File: config.mk
export PLATFORM = sky130hd
export DESIGN_NAME = display_cmd_encoder
export DESIGN_NICKNAME = d
export VERILOG_FILES = /design/src/rtl/display_cmd_encoder.sv
export SDC_FILE = /design/constraint.sdc
export NUM_CORES = 1
export LEC_CHECK = 0
export ABC_AREA = 0
export BUFFER_PORTS_ARGS = -buffer_cell sky130_fd_sc_hd__buf_2
export CORE_UTILIZATION = 53
export DETAILED_ROUTE_END_ITERATION = 12
export HOLD_SLACK_MARGIN = 0.05
export MAX_ROUTING_LAYER = met4
export PLACE_DENSITY = 0.83
export SLEW_MARGIN = 20
export SYNTH_ARGS = -nofsm -noshare
export SYNTH_HDL_FRONTEND = slang
export SYNTH_SLANG_ARGS = --single-unit
export TNS_END_PERCENT = 20
File: constraint.sdc
create_clock -name clk -period 3.95 [get_ports clk]
set_input_delay 0.5925 -clock clk [delete_from_list [all_inputs] [get_ports clk]]
set_output_delay 0.5925 -clock clk [all_outputs]
set_load 0.005 [all_outputs]
File: src/rtl/display_cmd_encoder.sv
// Sprite display command-word transmitter.
// Buffers object updates, serializes them to 4 words, and issues buffer swaps.
module display_cmd_encoder #(
  parameter int FIFO_DEPTH = 4
) (
  input  logic        clk,
  input  logic        reset,
  input  logic        req_valid,
  output logic        req_ready,
  input  logic [5:0]  req_component,
  input  logic [4:0]  req_child,
  input  logic        req_visible,
  input  logic        req_flip,
  input  logic [4:0]  req_pattern,
  input  logic [9:0]  req_x,
  input  logic [9:0]  req_y,
  input  logic [9:0]  req_attr,
  input  logic        frame_end,
  output logic [31:0] writedata,
  output logic        cmd_valid,
  output logic        front_buf
);

  localparam int AW = $clog2(FIFO_DEPTH);

  typedef struct packed {
    logic [5:0] comp;
    logic [4:0] child;
    logic       visible;
    logic       flip;
    logic [4:0] pattern;
    logic [9:0] x;
    logic [9:0] y;
    logic [9:0] attr;
  } req_t;

  typedef enum logic [1:0] {
    IDLE,
    W1,
    W2,
    W3
  } state_t;

  localparam logic [3:0] ACT_UPD  = 4'b0001;
  localparam logic [3:0] ACT_SWAP = 4'b1111;

  function automatic logic [31:0] mk(
    input logic [5:0]  c,
    input logic [4:0]  ch,
    input logic [3:0]  act,
    input logic [2:0]  ty,
    input logic        tg,
    input logic [12:0] d
  );
    return {c, ch, act, ty, tg, d};
  endfunction

  req_t          mem [FIFO_DEPTH];
  req_t          cur;
  req_t          head;
  req_t          in_req;
  logic [AW-1:0] wptr;
  logic [AW-1:0] rptr;
  logic [AW:0]   count;
  logic          full;
  logic          empty;
  logic          push;
  logic          pop;

  state_t        state;
  state_t        state_n;
  logic [31:0]   word_n;
  logic          valid_n;
  logic          swap_load;
  logic          swap_pending;
  logic          tg;

  assign in_req = '{
    comp:    req_component,
    child:   req_child,
    visible: req_visible,
    flip:    req_flip,
    pattern: req_pattern,
    x:       req_x,
    y:       req_y,
    attr:    req_attr
  };

  assign full      = (count == (AW+1)'(FIFO_DEPTH));
  assign empty     = (count == '0);
  assign req_ready = !full && !reset;
  assign push      = req_valid && req_ready;
  assign head      = mem[rptr];
  assign tg        = ~front_buf;

  always_ff @(posedge clk) begin
    if (push) begin
      mem[wptr] <= in_req;
    end
  end

  always_ff @(posedge clk) begin
    if (pop) begin
      cur <= head;
    end
  end

  always_comb begin
    state_n   = state;
    word_n    = '0;
    valid_n   = 1'b0;
    pop       = 1'b0;
    swap_load = 1'b0;
    unique case (state)
      IDLE: begin
        // Swap wins over queued work so it lands between sequences
        if (swap_pending) begin
          swap_load = 1'b1;
          valid_n   = 1'b1;
          word_n    = mk(6'd0, 5'd0, ACT_SWAP, 3'd0, tg, 13'd0);
        end else if (!empty) begin
          pop     = 1'b1;
          valid_n = 1'b1;
          state_n = W1;
          word_n  = mk(head.comp, head.child, ACT_UPD, 3'd1, tg,
                       {head.visible, head.flip, 6'd0, head.pattern});
        end
      end
      W1: begin
        valid_n = 1'b1;
        state_n = W2;
        word_n  = mk(cur.comp, cur.child, ACT_UPD, 3'd2, tg,
                     {3'd0, cur.x});
      end
      W2: begin
        valid_n = 1'b1;
        state_n = W3;
        word_n  = mk(cur.comp, cur.child, ACT_UPD, 3'd3, tg,
                     {3'd0, cur.y});
      end
      W3: begin
        valid_n = 1'b1;
        state_n = IDLE;
        word_n  = mk(cur.comp, cur.child, ACT_UPD, 3'd4, tg,
                     {3'd0, cur.attr});
      end
      default: state_n = IDLE;
    endcase
  end

  always_ff @(posedge clk) begin
    if (reset) begin
      state        <= IDLE;
      writedata    <= '0;
      cmd_valid    <= 1'b0;
      front_buf    <= 1'b0;
      swap_pending <= 1'b0;
      wptr         <= '0;
      rptr         <= '0;
      count        <= '0;
    end else begin
      state     <= state_n;
      writedata <= word_n;
      cmd_valid <= valid_n;
      if (swap_load) begin
        front_buf <= ~front_buf;
      end
      // A frame_end coinciding with the swap load is absorbed
      if (swap_load) begin
        swap_pending <= 1'b0;
      end else if (frame_end) begin
        swap_pending <= 1'b1;
      end
      if (push) begin
        wptr <= wptr + 1'b1;
      end
      if (pop) begin
        rptr <= rptr + 1'b1;
      end
      unique case ({push, pop})
        2'b10:   count <= count + 1'b1;
        2'b01:   count <= count - 1'b1;
        default: count <= count;
      endcase
    end
  end

endmodule

# Yosys cells after proc, flatten, opt, wreduce, memory -nomap -nowiden
# Memory sizes are Yosys's and may differ from the RTL's. A register that Yosys moved wholly into a read port is not among the register bits.
# Index checks and enable logic that the tools add are counted.
# totals
ff_bits,85
latch_bits,0
ram_bits,192
romBits,0
input_bits,52
output_inout_bits,35
elab_cells,55
memories,1
# memory_table
memory,words,word_bits,read_ports,rd_ports_with_merged_regs,wr,line,rtl
mem,4,48,1,1,1,58,req_t mem [FIFO_DEPTH];
# classes
add_sub_neg,4
multipliers,0
n_div,0
order_cmp,0
eq_ne,8
n_shift,0
muxes,18
n_bitwise,1
reduce_logical,10
# op_table
op,n
case mux 32 bit (4 select lines),1
2-to-1 mux 32 bit,2
2-to-1 mux 1 bit,8
2-to-1 mux 2 bit,4
case mux 2 bit (4 select lines),1
"equality test 2 bit, second input constant",3
case mux 3 bit (2 select lines),1
"adder 2 x 1 -> 2 bit, second input constant",2
"equality test 2 x 1 -> 1 bit, second input constant",2
"!= test 2 bit, second input constant",2
"adder 3 x 1 -> 3 bit, second input constant",1
"equality test 3 bit, second input constant",1
zero test 3 bit,1
OR reduction 3 bit,1
"subtractor 3 x 1 -> 3 bit, second input constant",1
logical AND 1 bit,2
zero test 1 bit,2
zero test 2 bit,1
case mux 1 bit (2 select lines),1
AND reduction 2 bit,1
nonzero test 2 bit,1
OR reduction 2 bit,1
NOT 1 bit,1

# Logic depth before layout (Yosys ltp)
# logic_depth
depth_word,6
mapped_depth,11
depth_no_buf,10

# Worst setup path before layout
# OpenSTA, ideal clock, no wires.
# synth_timing
path_type,register to register
from,reg state[0]
to,reg count[2]
setup_time_ns,0.071
t_arrival_ns,4.107
required_time_ns,3.879
slack_ns,-0.228
stages_incl_launch_ff,12
n_path_buf,1
period_less_slack_ns,4.178
path_cell_list,dfxtp_1 > inv_1 > ha_1 > buf_2 > nand2b_1 > nor2_1 > ha_1 > inv_1 > fa_1 > xor2_1 > or3_1 > a21oi_1
# synth_via
elab_chain_cells,4
elab_cells_between_ends,6
cone_classes,eq/ne: 2; mux: 2; reduce/logical: 2
# synth_rtl
element,line,rtl
from (decl),70,state_t state;
from (signal assigned),162,state <= state_n;
zero test 2 bit (*),114,unique case (state)
2-to-1 mux 1 bit (*),114,
named net pop,68,logic pop;
equality test 2 x 1 -> 1 bit / equality test 2 bit (equally long branches),180,"unique case ({push, pop})"
case mux 3 bit (2 select lines) / nonzero test 2 bit (equally long branches),-,
to (signal assigned),181,2'b10: count <= count + 1'b1;
to (signal assigned),182,2'b01: count <= count - 1'b1;
to (signal assigned),183,default: count <= count;
to (decl),64,logic [AW:0] count;
# Mark *: on every way through the listed nets, which the timed path passes. The rest lies on a longest branch.
# A chain may end at the register's enable or synchronous reset.

# Worst setup path after layout
# layout_timing
from,reg state[1]
to,reg count[2]
# The elaborated chain is that of the path after synthesis.

==> metrics.yaml <==
place_ws_ps: 1350
grt_pass1_wl_um: 28000
synthMuxAreaShare: 0.113
drt-total-wl_um: 18200
dr_total_vias: 4689
placedCellCount: 756
die_area_um2: 19200
cts_tree: "yes"
status: "finished with violations"
hold_viol_final: 0
instances_no_fill: 806
fin_nets: 619
drc: 9
syn_inst: 455
maxSlewHeadroom: 0.350
synth_area_um2: 9890
drtAntennaViolNets: 0
synth-seq-area-share: 0.794
routed_via_density: 5.82
grtUsageTotal: 0.201
die_x_um: 139
clockBufferDepth: 3
placed_cell_area_um2: 10500
drt_iter0_drc: 395
synth-xor-area-share: 0.00266
critPathLaunchType: "register"
r2r_cells: 10
cts_resized: 0
clock_sinks: 276
yosys.cell_types.count: 36
fin_skew_ps: 14.2
yosysTopAreaCell: "edfxtp_1"
hold_class: "input port to register"
htree_levels: 1
setup_ws_ps: 1450
yosys.area_share.simple: 0.0240
drive_gt1_frac: 0.334
cp.arrival_ps: 2950
grt_overflow_total: 0
gp_congestion: 0.778
nFillCells: 1216
drt_pass1_iterations: 9
die_h_um: 139
final_area_um2: 11400
areaGrowthSynthToFinish_pct: 15.3
p_leak_nw: 3.88
synth_adder_area_share: 0.0159
cp_max_fo: 9
syn_nets: 519
holdPathStages: 1
clk_latency_ps: 530
cpMaxStageDelayCell: "fa_1"
drv_slew: 0
rsz0062_at_grt: "false"
worstMarginPinSlew_ps: 975
hpwl_um: 11000
post_cts_buffers: 0
cp_cell_sequence: "inv_1, ha_1, nand2b_1, nor2_4, ha_1, inv_1, fa_1, xor2_1, or3_1, a21oi_1"
numCtsBuffers: 26
tns_ps: 0
utilization: 0.629
ir_drop_mv: 0.501
synth_compound_area_frac: 0.0325
required_ps: 4400
row_count: 49
violations: "DRC"
critical_path_class: "register to register"
core_region_area_um2: 18100
grt_pass1_vias: 4815
synth.area.top_cells: "edfxtp_1, mux4_2, dfxtp_1"
grt_max_degree: 49
io_buffers: 85
synth_top_family_by_area: "multiplexers"
ys_seq_elements: 276
slowest_delay_ps: 370
crit_path_end_kind: "register"
fmax_mhz: 400
ys_warn_count: 0
initial_utilization: 0.545
io_pins: 87
path_clk_slew_ps: 60
maxCapViolCount: 0
wire_per_inst_um: 22.6
period_needed_ps: 2500
synth_top_area_share: 0.707
clockRootBuffer: "clkbuf_16"
setup_violations: 0
avgSynthCellArea_um2: 21.7
p_per_area_nw_per_um2: 677
finalCritPeriodShare: 0.633
cts_hold_buf: 0
antenna_found_initial: 2
[power breakdown]
part | total, mW | switching [mW] | internal [mW]
registers | 3.98 | 0.301 | 3.68
clock network | 2.46 | 1.01 | 1.45
logic | 1.28 | 0.660 | 0.620
total | 7.72 | 1.97 | 5.75
[final timing paths]
| check | start | to | slack (ps) |
|---|---|---|---|
| max | state[1] | count[2] | 1450 |
| min | req_x[1] | mem[1][21] | 270 |
| max reg2reg | state[1] | count[2] | 1450 |
| min reg2reg | cur[41] | writedata[25] | 460 |
[sequential cells by signal, indices dropped and copies added, names as in the netlist, named ones only]
signal and count:
cmd_valid 1, count 3, cur 41, front_buf 1, mem 192, rptr 2, state 2, swap_pending 1
wptr 2, writedata 29
[cell type report]
| class | count | area, um2 | share of cell area |
|---|---|---|---|
| Clock buffer | 42 | 761 | 0.0667 |
| Inverter | 9 | 33.8 | 0.00296 |
| Clock inverter | 6 | 91.3 | 0.00801 |
| Sequential cell | 276 | 7860 | 0.689 |
| Timing Repair Buffer | 94 | 493 | 0.0432 |
| Antenna cell | 2 | 5.00 | 0.000439 |
| Tap cell | 229 | 287 | 0.0251 |
| Multi-Input combinational cell | 148 | 1870 | 0.164 |
[synthesized netlist by cell type]
library cell	count
or4_1	1
nor2b_1	3
o221a_2	1
edfxtp_1	233
nor3b_1	2
fa_1	1
or3_1	2
a22o_1	11
xor2_1	3
clkbuf_1	7
mux2_2	1
conb_1	1
nand2_1	3
and2_1	6
a222oi_1	10
buf_6	4
ha_1	11
inv_1	9
mux2i_1	1
dfxtp_1	43
o2bb2ai_1	5
mux2_1	1
nor4_1	2
or2_2	1
buf_2	6
mux4_2	48
nor3_1	1
o31ai_1	1
buf_4	5
o21a_1	1
nor3b_2	1
nand2b_1	1
nor2_1	16
o21ai_0	4
a21oi_1	7
nor3_4	2
[metrics by stage]
stage / power (mW) / hold slack (ps)
final: 7.72 / 271
after global routing: 8.03 / 256
after global placement: 5.25 / 440
after CTS: 7.78 / 253
after detailed placement: 5.32 / 443
after floorplan: 4.89 / 436
[critical path, delay by kind of cell (launching register included)]
kind	cells	cell delay (ps)
AOI/OAI and AO/OA	1	150
xor gates and xnor gates	1	170
adders and majority gates	3	910
buffers and inverters	2	190
DFF	1	340
and+or+nand+nor	3	670
[per-layer routing]
metal  vias to the layer above  wire length (um)  global-route usage
li1                       2056                 -                   -
met1                      2410              7300               0.258
met2                       186              9100               0.322
met3                        37              1320              0.0432
met4                         0               501              0.0696
met5                         -                 0                   -
[cells in the final DEF, fill, tap and decap left out, drive strengths merged, types with 3 or more instances in the layout]
| cell type | count |
|---|---|
| nand2 | 3 |
| dfxtp | 43 |
| ha | 11 |
| xor2 | 3 |
| and2 | 6 |
| mux4 | 48 |
| buf | 94 |
| a22o | 11 |
| nor3b | 3 |
| o21ai | 4 |
| a222oi | 10 |
| nor3 | 3 |
| edfxtp | 233 |
| nor2 | 16 |
| a21oi | 7 |
| o2bb2ai | 5 |
| clkinv | 4 |
| clkbuf | 42 |
| nor2b | 3 |
| inv | 9 |
[cell families (layout without fill, tap and decap cells)]
group / Yosys count / in the layout
buf+inv: 31 / 151
simple gates: 41 / 41
flops: 276 / 276
other cells: 1 / 3
fa+ha+maj: 12 / 12
compound gates: 40 / 40
mux: 51 / 51
xor+xnor: 3 / 3
Note: power is estimated with default switching activity, not from simulation.
